File: src/rtl/sample_run_ctrl.sv
// sample_run_ctrl: sequences one sampling run (clear, arm, run, drain)
// and owns the bus-mapped run control, counters and sticky status.
//
// Ports:
//   clk, rst_n           clock, async active-low reset
//   avalid/awe/aaddr/adata  bus request (write takes effect at its edge)
//   bvalid/bdata         registered response, one cycle after avalid
//   s                    synchronized inputs for trigger match
//   in_strobe            raw sample strobe from the strober
//   out_strobe           gated strobe to the compressor (combinational)
//   comp_clear           compressor clear pulse (CLEAR state)
//   comp_out_strobe      compressor word strobe, counted outside IDLE
//   comp_overflow        compressor overflow, sticky outside IDLE
//   strober_enable       strober timer enable (RUN state)
//   strober_clear_timer  strober timer clear pulse (CLEAR state)
//   run_active           high in ARMED, RUN or DRAIN
//   done                 one-cycle pulse after a normal drain

module sample_run_ctrl #(
  parameter int TRIG_W = 16,
  parameter int CNT_W  = 32
) (
  input  logic              clk,
  input  logic              rst_n,
  input  logic              avalid,
  input  logic              awe,
  input  logic [4:0]        aaddr,
  input  logic [31:0]       adata,
  output logic              bvalid,
  output logic [31:0]       bdata,
  input  logic [TRIG_W-1:0] s,
  input  logic              in_strobe,
  output logic              out_strobe,
  output logic              comp_clear,
  input  logic              comp_out_strobe,
  input  logic              comp_overflow,
  output logic              strober_enable,
  output logic              strober_clear_timer,
  output logic              run_active,
  output logic              done
);

  typedef enum logic [2:0] {
    S_IDLE  = 3'd0,
    S_CLEAR = 3'd1,
    S_ARMED = 3'd2,
    S_RUN   = 3'd3,
    S_DRAIN = 3'd4
  } state_e;

  localparam logic [4:0] A_CTRL  = 5'd0;
  localparam logic [4:0] A_MASK  = 5'd1;
  localparam logic [4:0] A_VALUE = 5'd2;
  localparam logic [4:0] A_LIMIT = 5'd3;
  localparam logic [4:0] A_SCNT  = 5'd4;
  localparam logic [4:0] A_WCNT  = 5'd5;

  state_e            state_q, state_d;
  logic              drain_q, drain_d;
  logic              done_q, done_d;
  logic [TRIG_W-1:0] mask_q, mask_d;
  logic [TRIG_W-1:0] value_q, value_d;
  logic [CNT_W-1:0]  limit_q, limit_d;
  logic [CNT_W-1:0]  scnt_q, scnt_d;
  logic [CNT_W-1:0]  wcnt_q, wcnt_d;
  logic              ovf_q, ovf_d;
  logic              lhit_q, lhit_d;
  logic              bvalid_q;
  logic [31:0]       bdata_q, bdata_d;
  logic [31:0]       rdata;

  logic             wr;
  logic             ctrl_wr;
  logic             cmd_abort;
  logic             cmd_stop;
  logic             cmd_start;
  logic             trig_hit;
  logic             in_run;
  logic             not_idle;
  logic             limit_reach;
  logic [CNT_W-1:0] scnt_inc;
  logic [CNT_W-1:0] wcnt_inc;

  // Command priority: abort > stop > start.
  assign wr        = avalid & awe;
  assign ctrl_wr   = wr & (aaddr == A_CTRL);
  assign cmd_abort = ctrl_wr & adata[2];
  assign cmd_stop  = ctrl_wr & adata[1] & ~adata[2];
  assign cmd_start = ctrl_wr & adata[0]
                   & ~adata[1] & ~adata[2];

  assign trig_hit = ((s ^ value_q) & mask_q) == '0;
  assign in_run   = (state_q == S_RUN);
  assign not_idle = (state_q != S_IDLE);

  assign out_strobe = in_strobe & in_run;

  // Saturating increments.
  assign scnt_inc = (&scnt_q) ? scnt_q
                              : scnt_q + CNT_W'(1);
  assign wcnt_inc = (&wcnt_q) ? wcnt_q
                              : wcnt_q + CNT_W'(1);

  assign limit_reach = out_strobe
                     & (limit_q != '0)
                     & (scnt_inc == limit_q);

  always_comb begin
    state_d = state_q;
    drain_d = drain_q;
    done_d  = 1'b0;
    mask_d  = mask_q;
    value_d = value_q;
    limit_d = limit_q;
    scnt_d  = scnt_q;
    wcnt_d  = wcnt_q;
    ovf_d   = ovf_q;
    lhit_d  = lhit_q;

    unique case (state_q)
      S_IDLE: ;
      S_CLEAR: state_d = S_ARMED;
      S_ARMED: begin
        if (trig_hit) state_d = S_RUN;
      end
      S_RUN: begin
        if (limit_reach) begin
          state_d = S_DRAIN;
          drain_d = 1'b0;
        end
      end
      S_DRAIN: begin
        // drain_q marks the second drain cycle.
        if (drain_q) begin
          state_d = S_IDLE;
          done_d  = 1'b1;
        end else begin
          drain_d = 1'b1;
        end
      end
      default: state_d = S_IDLE;
    endcase

    if (out_strobe) scnt_d = scnt_inc;
    if (limit_reach) lhit_d = 1'b1;
    if (not_idle && comp_out_strobe)
      wcnt_d = wcnt_inc;
    if (not_idle && comp_overflow)
      ovf_d = 1'b1;

    if (cmd_abort && not_idle) begin
      state_d = S_IDLE;
      done_d  = 1'b0;
    end else if (cmd_stop &&
                 (state_q == S_ARMED ||
                  state_q == S_RUN)) begin
      state_d = S_DRAIN;
      drain_d = 1'b0;
    end else if (cmd_start && !not_idle) begin
      state_d = S_CLEAR;
      scnt_d  = '0;
      wcnt_d  = '0;
      ovf_d   = 1'b0;
      lhit_d  = 1'b0;
    end

    if (wr) begin
      unique case (1'b1)
        (aaddr == A_MASK):
          mask_d = adata[TRIG_W-1:0];
        (aaddr == A_VALUE):
          value_d = adata[TRIG_W-1:0];
        (aaddr == A_LIMIT):
          limit_d = adata[CNT_W-1:0];
        default: ;
      endcase
    end
  end

  always_comb begin
    rdata = '0;
    case (aaddr)
      A_CTRL: begin
        rdata[2:0] = state_q;
        rdata[8]   = ovf_q;
        rdata[9]   = lhit_q;
      end
      A_MASK:  rdata[TRIG_W-1:0] = mask_q;
      A_VALUE: rdata[TRIG_W-1:0] = value_q;
      A_LIMIT: rdata[CNT_W-1:0]  = limit_q;
      A_SCNT:  rdata[CNT_W-1:0]  = scnt_q;
      A_WCNT:  rdata[CNT_W-1:0]  = wcnt_q;
      default: rdata = '0;
    endcase
  end

  // Reads return pre-edge register values;
  // write responses carry zero.
  assign bdata_d = (avalid && !awe) ? rdata : '0;

  always_ff @(posedge clk or negedge rst_n) begin
    if (!rst_n) begin
      state_q  <= S_IDLE;
      drain_q  <= 1'b0;
      done_q   <= 1'b0;
      mask_q   <= '0;
      value_q  <= '0;
      limit_q  <= '0;
      scnt_q   <= '0;
      wcnt_q   <= '0;
      ovf_q    <= 1'b0;
      lhit_q   <= 1'b0;
      bvalid_q <= 1'b0;
      bdata_q  <= '0;
    end else begin
      state_q  <= state_d;
      drain_q  <= drain_d;
      done_q   <= done_d;
      mask_q   <= mask_d;
      value_q  <= value_d;
      limit_q  <= limit_d;
      scnt_q   <= scnt_d;
      wcnt_q   <= wcnt_d;
      ovf_q    <= ovf_d;
      lhit_q   <= lhit_d;
      bvalid_q <= avalid;
      bdata_q  <= bdata_d;
    end
  end

  assign bvalid              = bvalid_q;
  assign bdata               = bdata_q;
  assign comp_clear          = (state_q == S_CLEAR);
  assign strober_clear_timer = (state_q == S_CLEAR);
  assign strober_enable      = in_run;
  assign run_active          = (state_q == S_ARMED)
                             | (state_q == S_RUN)
                             | (state_q == S_DRAIN);
  assign done                = done_q;

endmodule

File: config.mk
export PLATFORM = sky130hd
export DESIGN_NAME = sample_run_ctrl
export DESIGN_NICKNAME = d
export VERILOG_FILES = /design/src/rtl/sample_run_ctrl.sv
export SDC_FILE = /design/constraint.sdc
export NUM_CORES = 1
export LEC_CHECK = 0
export ABC_CLOCK_PERIOD_IN_PS = 8500
export BUFFER_PORTS_ARGS = -buffer_cell sky130_fd_sc_hd__buf_2
export CAP_MARGIN = 20
export CELL_PAD_IN_SITES_DETAIL_PLACEMENT = 1
export CELL_PAD_IN_SITES_GLOBAL_PLACEMENT = 2
export CORE_ASPECT_RATIO = 0.9
export CORE_MARGIN = 2
export CORE_UTILIZATION = 40
export DETAILED_ROUTE_END_ITERATION = 8
export GPL_TIMING_DRIVEN = 0
export PLACE_DENSITY_LB_ADDON = 0.1
export SYNTH_ARGS = -nofsm -noshare
export SYNTH_HDL_FRONTEND = slang
export SYNTH_SLANG_ARGS = --single-unit
File: constraint.sdc
create_clock -name clk -period 8.5 [get_ports clk]
set_input_delay 0.425 -clock clk [delete_from_list [all_inputs] [get_ports clk]]
set_output_delay 0.425 -clock clk [all_outputs]
set_load 0.05 [all_outputs]
After elaboration in Yosys (flattened, before gate mapping) --
Cells that the tools add are included.
Word-level totals: register bits after elaboration 168, latch bits 0, RAM bits 0, bits in read-only memories 0, bits of input ports 60, output and inout bits 39, word-level logic and storage cells 103, memories kept 0
Operators by class: add/subtract/negate cells 2, multiply operators 0, div/mod/pow operators 0, order comparisons 0, eq/ne operators 14, shift-type cells 0, multiplexer cells 38, bitwise gates (word level) 17, reductions and logical operators 20
Operators by type and width (count):
- 2-to-1 mux 32 bit | 11
- adder 32 x 1 -> 32 bit, second input constant | 2
- AND reduction 32 bit | 2
- one-hot mux 16 bit (3 select lines) | 1
- equality test 32 bit | 1
- nonzero test 32 bit | 1
- one-hot mux 6 bit (5 select lines) | 1
- one-hot mux 5 bit (5 select lines) | 1
- 2-to-1 mux 3 bit | 6
- one-hot mux 3 bit (6 select lines) | 1
- AND 16 bit | 1
- zero test 16 bit | 1
- bitwise XOR 16 bit | 1
- one-hot mux 3 bit (5 select lines) | 1
- 2-to-1 mux 1 bit | 14
- one-hot mux 2 bit (6 select lines) | 1
- AND 1 bit | 11
- equality test 5 x 2 -> 1 bit, second input constant | 2
- equality test 5 x 3 -> 1 bit, second input constant | 2
- equality test 3 x 2 -> 1 bit, second input constant | 2
- logical AND 1 bit | 6
- AND reduction 2 bit | 3
- equality test 5 x 1 -> 1 bit, second input constant | 1
- zero test 5 bit | 1
- other kinds (14) | 17

Logic depth before layout (Yosys ltp) --
depth after elaboration 9, depth in mapped cells 10, gate-level depth less buffers 9

Worst setup path before layout --
OpenSTA, ideal clock, no wires.
path type register to register, from register scnt_q[0], to register drain_q, setup time 0.128 ns, data arrival time 2.641 ns, required time 8.372 ns, setup slack 5.730 ns, cell stages (with the launch flop) 11, path buffers 1, clock period less this slack 2.770 ns, path through dfrtp_1 ha_1 and4_1 and2_1 and4_1 buf_2 or3b_1 a2111o_1 nor4b_2 and4_1 o21ai_0
Between the ends: cells in the longest elaborated chain, start to end 8, elaborated cells on any way between the ends 9, classes of those cells 1 x add/sub; 1 x eq/ne; 5 x mux; 1 x bitwise; 1 x reduce/logical
Ends and longest elaborated chain:
- start, declared | line 64 | logic [CNT_W-1:0] scnt_q, scnt_d;
- start signal, assigned | line 222 | scnt_q <= scnt_d;
- adder 32 x 1 -> 32 bit / AND reduction 32 bit (equally long branches) | line 100, 99
- 2-to-1 mux 32 bit * | line 99 | assign scnt_inc = (&scnt_q) ? scnt_q
- equality test 32 bit * | line 106 | & (scnt_inc == limit_q);
- AND 1 bit * | line 106
- 2-to-1 mux 1 bit * | line 127 | if (limit_reach) begin
- one-hot mux 1 bit (2 select lines) * | line 120 | unique case (state_q)
- 2-to-1 mux 1 bit | line 154 | end else if (cmd_stop &&
- 2-to-1 mux 1 bit * | line 151 | if (cmd_abort && not_idle) begin
- net drain_d | line 59 | logic drain_q, drain_d;
- end signal, assigned | line 217 | drain_q <= drain_d;
- end, declared | line 59
Mark *: on every way through the listed nets, which the timed path passes. The rest lies on a longest branch. A chain may end at the register's enable or synchronous reset.

Worst setup path after layout --
from input aaddr[3], to register scnt_q[2]
Between the ends: cells in the longest elaborated chain, start to end 9, elaborated cells on any way between the ends 14, classes of those cells 3 x mux; 7 x bitwise; 4 x reduce/logical
Ends and longest elaborated chain:
- start, declared | line 27 | input logic [4:0] aaddr,
- zero test 5 bit * | line 86 | assign ctrl_wr = wr & (aaddr == A_CTRL);
- AND 1 bit * | line 86
- AND 1 bit | line 89 | assign cmd_start = ctrl_wr & adata[0]
- AND 1 bit (2 in a row) | line 90 | & ~adata[1] & ~adata[2];
- logical AND 1 bit | line 159 | end else if (cmd_start && !not_idle) begin
- 2-to-1 mux 32 bit | line 159
- 2-to-1 mux 32 bit | line 154
- 2-to-1 mux 32 bit * | line 151
- net scnt_d[2] | line 64
Marked as above.

==> summary.txt <==
Run status
  – Outcome: complete, no violations

Place
  – Place WS: 4294 ps
  – DPL Wire Length: around 23,000 um
  – Gpl congestion: 0.8317
  – IO buf count: slightly below 100

Die
  – Row cnt: between 50 and 60
  – Core area: ~0.023 sq mm
  – Die height: 149.5 um
  – Die area: between 0.02 and 0.025 sq mm
  – Ports: approximately 100
  – Initial Util: 40.54%
  – Die X: around 170 um

CTS
  – Root Buffer: clkbuf_16
  – Setup bufs post-CTS: 0
  – Number of CTS-inserted buffers: 17
  – Resized cells post-CTS: 0
  – Hold_buf cts: 0
  – TritonCTS clock tree: yes
  – Max Root-Sink Buffers: 2
  – Clock Latency Late Sink: 440 ps
  – Worst-path clk slew: roughly 70 ps
  – H-tree Lvls: 4
  – Clock sinks: between 150 and 200

Global route
  – Global-route wire length before repair: 48,670 um
  – Initial antenna violation count: 0
  – GRT Util Overall: about a quarter
  – Number of global-route vias before repair: ~8,000
  – GRT Residual Overflow: 0
  – Largest net degree at the start of global routing: between 100 and 150

Drt
  – Drt first pass iters: 5
  – DRT Wirelength: roughly 31,000 um
  – Drt initial violations: between 600 and 700
  – DRC violations left: 0
  – Final antenna-violating net count: 0
  – Vias per std cell: ~5.8
  – Vias: a little under 8,000
  – WL/cell: between 20 and 25 um

Power and ir drop
  – Power per cell area: 179.2 mW/mm^2
  – Peak VDD IR: between 0.1 and 0.15 mV
  – Total power: between 1500 and 2000 uW
  – LEAKAGE: between 0.005 and 0.006 uW

Setup path
  – Reg-to-Reg End: wcnt_q[23]
  – CP Class: input port to register
  – Crit path DAT: roughly 4000 ps
  – Worst path slowest cell: nor3b_1
  – Reg2reg setup slack: 5040 ps
  – R2R depth: 10
  – Crit-path max cell delay: between 900 and 1000 ps
  – CP Cell Sequence: buf_2, nor3_1, nor3b_1, nand3_1, nor2_1, and4b_1, clkbuf_1, clkbuf_1, buf_1, nor2_1
  – Nature of the critical path endpoint: register
  – Critical path fanouts, max: 10
  – Crit path launch type: input port
  – R2R Path Start: wcnt_q[0]
  – Worst Path Required: about 9000 ps

Layout
  – Final core area utilization: between 40% and 50%
  – Area grow syn2layout: 16.39%
  – Final nets: roughly 1,100
  – Diode count: 0
  – Proportion of layout cells with a drive suffix above 1: between 20% and 30%
  – Fillers: between 2,000 and 3,000

Run
  – # Max-Cap Violations: 0

Min path
  – Worst Hold Class: input port to async pin

Timing
  – Number of setup violations in the final report: 0
  – Tmin final: between 3000 and 4000 ps
  – Final Skew: between 10 and 15 ps
  – Fmax: about 260 MHz
  – Final hold vios: 0
  – Final TNS setup: 0 ps
  – Max-Slew Margin vs Limit: ~22%
  – Fin. max-slew vios: 0
  – Final WS setup: ~4700 ps
  – Post-route clock period utilization: 45.00%
  – RSZ-0062 raised after global routing: no
  – Least-Margin Pin Slew: roughly 1200 ps

Logic synthesis
  – Post-Synthesis Cells: around 940
  – Avg Cell Area, Syn: between 10 and 15 sq um
  – Largest family of logic cells by synthesized area: simple AND/OR/NAND/NOR gates
  – FF+latch count, synth: between 150 and 200
  – Mapped cell area: ~0.0094 sq mm
  – Synth Area in Compound Gates: between 10% and 20%
  – Sequential fraction of the synthesis area: 44.67%
  – EDFF count, synth: 0
  – Xor/xnor share of the synthesized area: between 10% and 20%
  – Mux share of post-synthesis cell area: between 10% and 20%
  – Post-synth ARST share: 100.0%
  – Synth warnings: 0
  – Primary FF master, synth: dfrtp_1
  – Count of cell types in the netlist: 65
  – Adder-cell share of the synthesized area: less than 1%
  – Post-Syn Nets: roughly 1,000
  – Post-Synth Simple-Gate Area: ~20%
-- layout make-up --
| class | count | area, sq um | area share (%) |
|---|---|---|---|
| Buffer | 59 | 247.7 | 2.262 |
| Clock inverter | 15 | 197.7 | 1.805 |
| Inverter | 11 | 41.29 | 0.3770 |
| Timing Repair Buffer | 100 | 535.5 | 4.889 |
| Tap cell | 302 | 377.9 | 3.450 |
| Multi-Input combinational cell | 703 | 4923 | 44.95 |
| Clock buffer | 17 | 425.4 | 3.884 |
| Sequential cell | 168 | 4204 | 38.38 |
-- metal layers --
| metal | wire length [um] | up-vias | GRT usage (%) |
|---|---|---|---|
| li1 | - | 3644 | - |
| met1 | 15550 | 4058 | 39.05 |
| met2 | 13900 | 189 | 38.98 |
| met3 | 1432 | 20 | 4.179 |
| met4 | 273 | 0 | 4.826 |
| met5 | 0 | - | 0 |
-- kinds of logic after synthesis --
| family | after synthesis |
|---|---|
| and+or+nand+nor | 351 |
| DFF | 168 |
| AOI/OAI and AO/OA | 141 |
| xor gates and xnor gates | 110 |
| muxes | 99 |
| buffers and inverters | 70 |
| adders and majority gates | 2 |
-- report_power, final --
part,internal [uW],switching (uW),leakage (uW),total [uW]
clock,429,394,0.000305,823
sequential,847,66.9,0.00228,914
combinational,105,121,0.00244,226
total,1380,582,0.00502,1960
-- critical path, delay by kind of cell --
| family | cells | cell delay, ps |
|---|---|---|
| buf+inv | 4 | 1740 |
| simple gates | 6 | 1950 |
-- state kept, by name, summed over array words and instances, names as in the netlist --
| register | count |
|---|---|
| bdata | 32 |
| limit_q | 32 |
| scnt_q | 32 |
| wcnt_q | 32 |
| mask_q | 16 |
| value_q | 16 |
| state_q | 3 |
| bvalid | 1 |
| done | 1 |
| drain_q | 1 |
| lhit_q | 1 |
| ovf_q | 1 |
-- through the flow --
stage / hold slack, ps / std cells / area (sq um)
finish: 19.84 / 1375 / 10950
global placement: 489.3 / 1341 / 10280
CTS: 57.40 / 1374 / 10950
global route: 88.20 / 1375 / 10950
floorplan: 129.4 / 941 / 9410
detailed placement: 511.8 / 1342 / 10320
-- worst max path at each step --
stage,cells past startpoint,to,startpoint
6_report,10,scnt_q[2],aaddr[3]
5_1_grt,10,scnt_q[5],aaddr[3]
4_1_cts,10,scnt_q[5],aaddr[3]
3_5_place_dp,10,scnt_q[4],aaddr[3]
3_3_place_gp,1,mask_q[13],rst_n
2_1_floorplan,10,drain_q,scnt_q[0]
-- synth_stat cells, drive strengths merged, types with 11 or more instances --
| library cell | instances | share of area [%] |
|---|---|---|
| nor4 | 15 | 1.4 |
| a21oi | 33 | 1.8 |
| nor3 | 24 | 1.3 |
| nor2 | 100 | 4.0 |
| mux2 | 95 | 11 |
| nand4 | 32 | 2.1 |
| inv | 11 | 0.44 |
| buf | 23 | 1.2 |
| a22oi | 47 | 3.7 |
| clkbuf | 36 | 1.4 |
| nand3 | 41 | 2.2 |
| and4 | 14 | 1.3 |
| nand2 | 56 | 2.2 |
| o21ai | 18 | 0.96 |
| xor2 | 66 | 6.1 |
| xnor2 | 44 | 4.1 |
| dfrtp | 168 | 45 |
| and3 | 20 | 1.3 |
-- cells in the final DEF (no fill, tap or decap), types with 4 or more instances in the layout --
cell type	n
clkbuf_1	36
or3_1	8
buf_1	6
nor2_1	100
a22oi_1	47
xnor2_1	44
buf_2	112
nand3_1	40
and2_1	8
a222oi_1	6
nor3b_1	7
mux2i_1	4
and3_1	20
nand2_1	56
o21ai_0	18
a21oi_1	33
nor2b_1	6
nor3_1	23
inv_1	11
and4_1	14
nor4_1	11
nand4_1	32
mux2_2	95
xor2_1	66
a31oi_1	4
clkbuf_16	17
nand2b_1	8
inv_8	6
dfrtp_1	168
(Power assumes the default switching activity.)
